--- src/rtl/rs232_pkg.sv ---
// Shared RS-232 definitions: parity modes, receiver state encoding and the
// baud reload helper used by the receiver (and later the transmitter).
package rs232_pkg;

    localparam int PARITY_NONE = 0;
    localparam int PARITY_ODD  = 1;
    localparam int PARITY_EVEN = 2;

    typedef enum logic [2:0] {
        IDLE    = 3'd0,
        START   = 3'd1,
        DATA    = 3'd2,
        PAR     = 3'd3,
        STOP    = 3'd4,
        BRKWAIT = 3'd5
    } rx_state_t;

    // Rounded number of clocks per (fraction of a) bit.
    function automatic int baud_count(input real freq, input real rate, input real frac);
        return int'(frac * freq / rate);
    endfunction

endpackage

--- src/rtl/rs232_baud_gen.sv ---
// Free-running bit-period counter. tick pulses for one cycle on expiry;
// load_half restarts the count so the next tick lands mid-bit.
module rs232_baud_gen #(
    parameter int FULL = 16,
    parameter int HALF = 8
) (
    input  logic clock,
    input  logic resetn,
    input  logic load_half,
    output logic tick
);

    localparam int CW = $clog2(FULL) + 1;

    if (FULL < 4) begin : g_full_check
        $error("rs232_baud_gen: FULL must be at least 4");
    end

    logic [CW-1:0] cnt_q;

    assign tick = (cnt_q == CW'(1));

    // A start detection that coincides with expiry takes the half load.
    always_ff @(posedge clock or negedge resetn) begin
        if (!resetn) begin
            cnt_q <= CW'(FULL);
        end else if (load_half) begin
            cnt_q <= CW'(HALF);
        end else if (tick) begin
            cnt_q <= CW'(FULL);
        end else begin
            cnt_q <= cnt_q - CW'(1);
        end
    end

endmodule

--- src/rtl/push_rs232rx_cfg.sv ---
// Configurable RS-232 receiver with parity/framing/break flags, pushing one
// strobe per frame to a consumer, and RTS driven from the consumer's ready.
module push_rs232rx_cfg
    import rs232_pkg::*;
#(
    parameter real CLOCK_FREQ = 133000000.0,
    parameter real BAUD_RATE  = 115200.0,
    parameter int  DATA_BITS  = 8,
    parameter int  PARITY     = 0,
    parameter int  STOP_BITS  = 1
) (
    input  logic                 clock,
    input  logic                 resetn,
    input  logic                 rxd_pin,
    input  logic                 iready,
    output logic                 rtsn_pin,
    output logic [DATA_BITS-1:0] odata,
    output logic                 ostrobe,
    output logic                 operr,
    output logic                 oferr,
    output logic                 obreak,
    output logic [2:0]           dbg_state
);

    localparam int FULL = baud_count(CLOCK_FREQ, BAUD_RATE, 1.0);
    localparam int HALF = baud_count(CLOCK_FREQ, BAUD_RATE, 0.5);

    if (DATA_BITS < 5 || DATA_BITS > 9) begin : g_bits_check
        $error("push_rs232rx_cfg: DATA_BITS must be 5..9");
    end
    if (PARITY < 0 || PARITY > 2) begin : g_parity_check
        $error("push_rs232rx_cfg: PARITY must be 0, 1 or 2");
    end
    if (STOP_BITS < 1 || STOP_BITS > 2) begin : g_stop_check
        $error("push_rs232rx_cfg: STOP_BITS must be 1 or 2");
    end

    logic                 rxd_meta_q;
    logic                 rxd_q;
    logic                 rtsn_q;
    rx_state_t            state_q;
    logic [DATA_BITS-1:0] shift_q;
    logic [3:0]           bit_idx_q;
    logic                 stop_idx_q;
    logic                 par_q;
    logic                 stop0_q;
    logic                 ferr_q;
    logic [DATA_BITS-1:0] odata_q;
    logic                 ostrobe_q;
    logic                 operr_q;
    logic                 oferr_q;
    logic                 obreak_q;

    logic tick;
    logic load_half;
    logic par_xor;
    logic perr_d;
    logic ferr_d;
    logic brk_d;
    logic first_stop;
    logic last_stop;

    always_ff @(posedge clock or negedge resetn) begin
        if (!resetn) begin
            rxd_meta_q <= 1'b1;
            rxd_q      <= 1'b1;
            rtsn_q     <= 1'b1;
        end else begin
            rxd_meta_q <= rxd_pin;
            rxd_q      <= rxd_meta_q;
            rtsn_q     <= ~iready;
        end
    end

    assign load_half = (state_q == IDLE) && !rxd_q;

    rs232_baud_gen #(
        .FULL (FULL),
        .HALF (HALF)
    ) u_baud (
        .clock     (clock),
        .resetn    (resetn),
        .load_half (load_half),
        .tick      (tick)
    );

    // Frame verdicts, evaluated on the final stop tick with the live sample.
    assign par_xor    = (^shift_q) ^ par_q;
    assign perr_d     = (PARITY == PARITY_ODD)  ? ~par_xor :
                        (PARITY == PARITY_EVEN) ?  par_xor : 1'b0;
    assign ferr_d     = ferr_q | ~rxd_q;
    assign first_stop = stop_idx_q ? stop0_q : rxd_q;
    assign brk_d      = (shift_q == '0) && ((PARITY == PARITY_NONE) || !par_q) && !first_stop;
    assign last_stop  = (STOP_BITS == 1) || stop_idx_q;

    always_ff @(posedge clock or negedge resetn) begin
        if (!resetn) begin
            state_q    <= IDLE;
            shift_q    <= '0;
            bit_idx_q  <= '0;
            stop_idx_q <= 1'b0;
            par_q      <= 1'b0;
            stop0_q    <= 1'b1;
            ferr_q     <= 1'b0;
            odata_q    <= '0;
            ostrobe_q  <= 1'b0;
            operr_q    <= 1'b0;
            oferr_q    <= 1'b0;
            obreak_q   <= 1'b0;
        end else begin
            ostrobe_q <= 1'b0;
            case (state_q)
                IDLE: begin
                    if (!rxd_q) begin
                        state_q <= START;
                    end
                end
                START: begin
                    if (tick) begin
                        if (rxd_q) begin
                            state_q <= IDLE;
                        end else begin
                            state_q   <= DATA;
                            bit_idx_q <= '0;
                        end
                    end
                end
                DATA: begin
                    if (tick) begin
                        shift_q <= {rxd_q, shift_q[DATA_BITS-1:1]};
                        if (bit_idx_q == 4'(DATA_BITS - 1)) begin
                            state_q    <= (PARITY != PARITY_NONE) ? PAR : STOP;
                            stop_idx_q <= 1'b0;
                            ferr_q     <= 1'b0;
                        end else begin
                            bit_idx_q <= bit_idx_q + 4'd1;
                        end
                    end
                end
                PAR: begin
                    if (tick) begin
                        par_q   <= rxd_q;
                        state_q <= STOP;
                    end
                end
                STOP: begin
                    if (tick) begin
                        if (last_stop) begin
                            ostrobe_q <= 1'b1;
                            odata_q   <= shift_q;
                            operr_q   <= perr_d;
                            oferr_q   <= ferr_d;
                            obreak_q  <= brk_d;
                            state_q   <= brk_d ? BRKWAIT : IDLE;
                        end else begin
                            stop0_q    <= rxd_q;
                            ferr_q     <= ferr_d;
                            stop_idx_q <= 1'b1;
                        end
                    end
                end
                BRKWAIT: begin
                    if (rxd_q) begin
                        state_q <= IDLE;
                    end
                end
                default: state_q <= IDLE;
            endcase
        end
    end

    assign rtsn_pin  = rtsn_q;
    assign odata     = odata_q;
    assign ostrobe   = ostrobe_q;
    assign operr     = operr_q;
    assign oferr     = oferr_q;
    assign obreak    = obreak_q;
    assign dbg_state = state_q;

endmodule
--- config.mk ---
export PLATFORM = sky130hd
export DESIGN_NAME = push_rs232rx_cfg
export DESIGN_NICKNAME = d
export VERILOG_FILES = /design/src/rtl/rs232_pkg.sv /design/src/rtl/rs232_baud_gen.sv /design/src/rtl/push_rs232rx_cfg.sv
export SDC_FILE = /design/constraint.sdc
export NUM_CORES = 1
export LEC_CHECK = 0
export ABC_AREA = 0
export CORE_AREA = 2 2 73 75
export DETAILED_ROUTE_END_ITERATION = 6
export DIE_AREA = 0 0 75 77
export PLACE_DENSITY = 0.57
export SLEW_MARGIN = 20
export SYNTH_ARGS = -nofsm -noshare
export SYNTH_HDL_FRONTEND = slang
export SYNTH_SLANG_ARGS = --single-unit
export TNS_END_PERCENT = 5
--- constraint.sdc ---
create_clock -name clock -period 2.3 [get_ports clock]
set_clock_uncertainty 0.1 [all_clocks]
set_input_delay 0.69 -clock clock [delete_from_list [all_inputs] [get_ports clock]]
set_output_delay 0.69 -clock clock [all_outputs]
set_load 0.02 [all_outputs]
; ---- Word-level counts from Yosys, hierarchy flattened
; Index checks and enable logic that the tools add are counted.
; Widths: inputs -> output; s select.
[word_totals]
reg_bits = 41
output_inout_bits = 16
[classes]
addsub = 2
n_eq_ne = 16
muxes = 19
bitwise = 2
n_reduce_logical = 10
[ops]
columns = operator, count
row1 = $mux 12, 2
row2 = $mux 3, 8
row3 = $ne 2x2->1 const B, 9
row4 = $pmux 3 s6, 1
row5 = $mux 4, 4
row6 = $eq 12x1->1 const B, 1
row7 = $sub 12x1->12 const B, 1
row8 = $logic_not 8->1, 1
row9 = $pmux 4 s2, 1
row10 = $reduce_and 7->1, 1
row11 = $eq 3x2->1 const B, 2
row12 = $eq 3x3->1 const B, 2
row13 = $reduce_and 5->1, 1
row14 = $add 4x1->4 const B, 1
row15 = $eq 4x3->1 const B, 1
row16 = $reduce_and 2->1, 2
row17 = $eq 3x1->1 const B, 1
row18 = $logic_not 3->1, 1
row19 = $logic_and 1x1->1, 2
row20 = $mux 1, 2
row21 = $mux 2, 1
row22 = $not 1->1, 2
row23 = $reduce_bool 2->1, 1
row24 = $logic_not 1->1, 1

; ---- Logic depth before layout (Yosys ltp)
[logic_depth]
ltp_word = 5
mapped_depth = 7

; ---- Hierarchy
; From an unflattened synthesis, not the netlist that was laid out.
[hier_totals]
hier_cells = 183
hier_area_um2 = 1945.6
[modules_own_cells]
columns = mod, n_inst, cells_per_inst, area_per_inst_um2
row1 = push_rs232rx_cfg, 1, 111, 1242.4
row2 = rs232_baud_gen, 1, 72, 703.2

; ---- Least setup slack after synthesis
; Ideal clock, no wire load.
[synth_path]
path_kind = flip-flop to flip-flop
start = reg u_baud.cnt_q[0]
end = reg bit_idx_q[2]
arrival_time_ns = 1.776
required_time_ns = 2.074
slack_ns = 0.298
stages_incl_launch_ff = 6
path_buffers = 0
cell_sequence = dfstp_2 > ha_1 > nor4b_4 > a311oi_1 > or2_4 > a221o_1
[synth_via]
elab_chain_cells = 3
[synth_lines]
columns = item, line
row1 = from (decl), rs232_baud_gen.sv:19  ; logic [CW-1:0] cnt_q;
row2 = from (signal assigned), rs232_baud_gen.sv:26  ; cnt_q <= CW'(FULL);
row3 = from (signal assigned), rs232_baud_gen.sv:28  ; cnt_q <= CW'(HALF);
row4 = from (signal assigned), rs232_baud_gen.sv:30  ; cnt_q <= CW'(FULL);
row5 = $eq 12x1->1 (*), rs232_baud_gen.sv:21  ; assign tick = (cnt_q == CW'(1));
row6 = $ne 2x2->1 (no line), -
row7 = $reduce_and 5->1 (no line) (*), -
row8 = to (signal assigned), push_rs232rx_cfg.sv:136  ; bit_idx_q <= bit_idx_q + 4'd1;
row9 = to (decl), push_rs232rx_cfg.sv:43  ; logic [3:0] bit_idx_q;
; Every way passes the cells marked *; elsewhere a longest branch is shown, timed or not.
; A chain may end at the register's enable or synchronous reset.

; ---- Final worst setup path
; Same ends and word-level chain as after synthesis.

==> results by group <==
Timing
  – Slew Limit Fails: 0
  – Setup TNS: 0 ps
  – RSZ-0062 raised after global routing: true
  – Final cycle utilization of the critical path: 95.6%
  – Final setup viols: 0
  – Slew HR: a little under half
  – Post-layout min period: approximately 2200 ps
  – Final Hold Fails: 0
  – Worst setup margin: 102 ps
  – FMAX: 455 MHz
  – Worst slew pin tran: 784 ps
  – Hold slack final: ~260 ps

Finish
  – Synth-to-layout area growth: 18.6%
  – Ant. Diodes: 0
  – Fill count: 473
  – Fin cells: 259
  – Share of layout cells above drive strength 1: between 20% and 30%
  – Layout Nets: 195

Route
  – DRT met1 WL: roughly 1600 um
  – Wire per inst: 14.1 um
  – WL final: ~3600 um
  – Drt pass-1 iters: 4
  – Via Count: between 1k and 1.5k
  – Uppermost layer routed: met4
  – Remaining DRCs: 0
  – Met3 wire len: about 130 um
  – Met2 routed wirelength: approximately 1800 um
  – Post-route ant nets: 0
  – Detailed router's first-iteration violation count: 52
  – Vias per cell: 5.16

Worst setup path
  – Worst path required time: 2370 ps
  – Critical R2R Launch: u_baud.cnt_q[0]
  – RR Endpoint: bit_idx_q[2]
  – R2r worst-path depth: 5
  – WS Path Type: reg -> reg
  – R2R setup slack: 100 ps
  – Worst setup SP type: register
  – CP max FO: 7
  – CP Data Arrival Time: approximately 2300 ps
  – Worst Setup End Kind: register

Floorplanning
  – Initial core utilization: 39.2%
  – Die height: 77 um
  – Placeable Area: ~5000 um2
  – Ports: 20
  – DIE AREA: 5780 um2
  – FP Rows: 26
  – Die width: between 70 and 80 um

Placed design
  – Gpl congestion: 0.763
  – # placed instances: 251
  – Pre-CTS setup slack: 132 ps
  – HPWL Detailed: between 2000 and 3000 um
  – Port buffer count: 18

Power and ir drop
  – Reg power frac: approximately 59%
  – Clock power share: 38.6%
  – Cell internal pwr: 0.949 mW
  – Switching power: 0.282 mW
  – LEAKAGE: 1.05 nW
  – Pwr Total: 1.23 mW
  – Peak VDD IR: 0.240 mV
  – Logic gate share of total power: 2.3%
  – Pwr dens: 532 nW/um2
  – Sw Ratio: 22.9%

Clocking
  – CTS tree: done
  – Clk slew on worst S/H paths: 80 ps
  – Clock sinks: 41
  – Clk_lat worst skew: 290 ps
  – Setup bufs post-CTS: 0
  – Num CTS Buffers: 5
  – Clock tree buffer depth: 2
  – Htree depth: 2
  – Clk root buf: clkbuf_8

GRT
  – Global Route Usage Sum: 14.1%
  – Vias in the first global route: approximately 1.3k
  – Antenna violations before repair: 0
  – Global-route wire length before repair: 6240 um
  – Largest net degree at the start of global routing: 42
  – Total grt overflow: 0

Synth
  – Post-synthesis cell count: 164
  – Synth warn: 0
  – Top post-synthesis cells by count: 34 x dfrtp_1, 17 x mux2_2, 17 x nor2_1, 7 x dfstp_2, 7 x nand2_1
  – Most frequent cell after synthesis: dfrtp_1
  – Syn Area/Cell: 11.9 um2
  – Post-Syn Area: 1950 um2
  – EDFF count, synth: 0
  – Top FF cell, synth: dfrtp_1
  – Synth async-reset ratio: 100%
  – Post-synth top area share: about 44%
  – Area leader, netlist: dfrtp_1
  – Post-synthesis net count: around 170
  – Sequential share of the synthesized area: 53.0%
  – Yosys reg bits: 41
  – Top post-synthesis cells by area: dfrtp_1 44%, mux2_2 9.8%, dfstp_2 9.4%, nor2_1 3.3%, xnor2_1 2.7%
  – Synth cell types: 49

Min path
  – Hold EP: rxd_q
  – Worst hold stages: 0
  – Worst hold path startpoint: rxd_meta_q
  – Worst hold path class: reg -> reg

Job
  – Max-Cap Viols: 0

Run status
  – Status: finished, final reports clean
routing by layer:
layer | vias up | track usage, %
met5 | - | 0
met1 | 673 | 17.1
met2 | 19 | 22.3
li1 | 635 | -
met4 | 0 | 6.07
met3 | 10 | 4.86
worst max-delay path, cell delays in order (launching register included):
cell and delay (ps):
dfstp_2 570, ha_1 150, nor4b_4 410, a311oi_1 200, or2_4 290, a221o_1 360
how the worst max path moves through the flow:
stage | from | end | slack [ps]
2_1_floorplan | u_baud.cnt_q[0] | bit_idx_q[2] | 300
3_3_place_gp | u_baud.cnt_q[0] | bit_idx_q[2] | 200
3_5_place_dp | u_baud.cnt_q[0] | bit_idx_q[2] | 130
4_1_cts | dbg_state[1] | dbg_state[1] | 20
5_1_grt | u_baud.cnt_q[0] | bit_idx_q[2] | -20
6_report | u_baud.cnt_q[0] | bit_idx_q[2] | 100
power by group through the flow:
stage               clock [mW]  combinational [mW]  sequential, mW
finish                   0.475              0.0289           0.727
CTS                      0.493              0.0305           0.728
detailed placement           0              0.0304           0.741
floorplan                    0             0.00742           0.742
global route             0.531              0.0335           0.728
global placement             0              0.0296           0.741
metrics by stage:
stage                     utilization [%]  instance area (um2)
after floorplan                         -                 1950
after global placement               44.6                 2220
after detailed placement             44.6                 2220
after CTS                            46.5                 2310
after global routing                 46.5                 2310
final                                46.5                 2310
cells by family after synthesis:
logic type      count (synthesis)  synth area share [%]
compound gates                 25                  9.62
simple gates                   55                  18.3
fa+ha+maj                       3                  1.92
other cells                     1                 0.192
xor+xnor                        7                  3.14
buf+inv                        14                  3.40
mux                            18                  10.3
flops                          41                  53.0
placed cells by master (no fill, tap or decap), drive strengths merged, types with 2 or more instances in the layout:
cell	n
nand4	2
nor3b	3
nand2	7
nor2	17
or2	2
a311oi	2
dfrtp	34
nor2b	2
ha	3
clkbuf	5
xnor2	6
o31ai	3
mux2	17
dfstp	7
buf	8
or4	2
nor4	4
a211oi	2
clkdlybuf4s50	17
inv	7
o21ai	5
nand2b	2
nor3	4
a21oi	3
nand3b	2
nand3	4
cell type report:
cell class | instances | area, um2 | area share, %
clock inverter | 3 | 21.3 | 0.919
inverter | 6 | 22.5 | 0.973
timing repair buffer | 25 | 228 | 9.84
clock buffer | 5 | 68.8 | 2.97
tap | 70 | 87.6 | 3.79
multi-input combinational | 109 | 850 | 36.7
sequential | 41 | 1040 | 44.8
flip-flops by register name (all words and copies together), names as in the netlist:
signal,flops
rxd_meta_q,1
odata,8
ostrobe,1
rtsn_pin,1
bit_idx_q,4
rxd_q,1
dbg_state,3
u_baud.cnt_q,12
obreak,1
shift_q,8
oferr,1
what timing repair did:
| action | in CTS | in global routing |
|---|---|---|
| hold buffers | 0 | 0 |
| gates resized for setup | 0 | 1 |
| setup endpoints to repair | 0 | 2 |
Power figures use the tool's default switching activity.
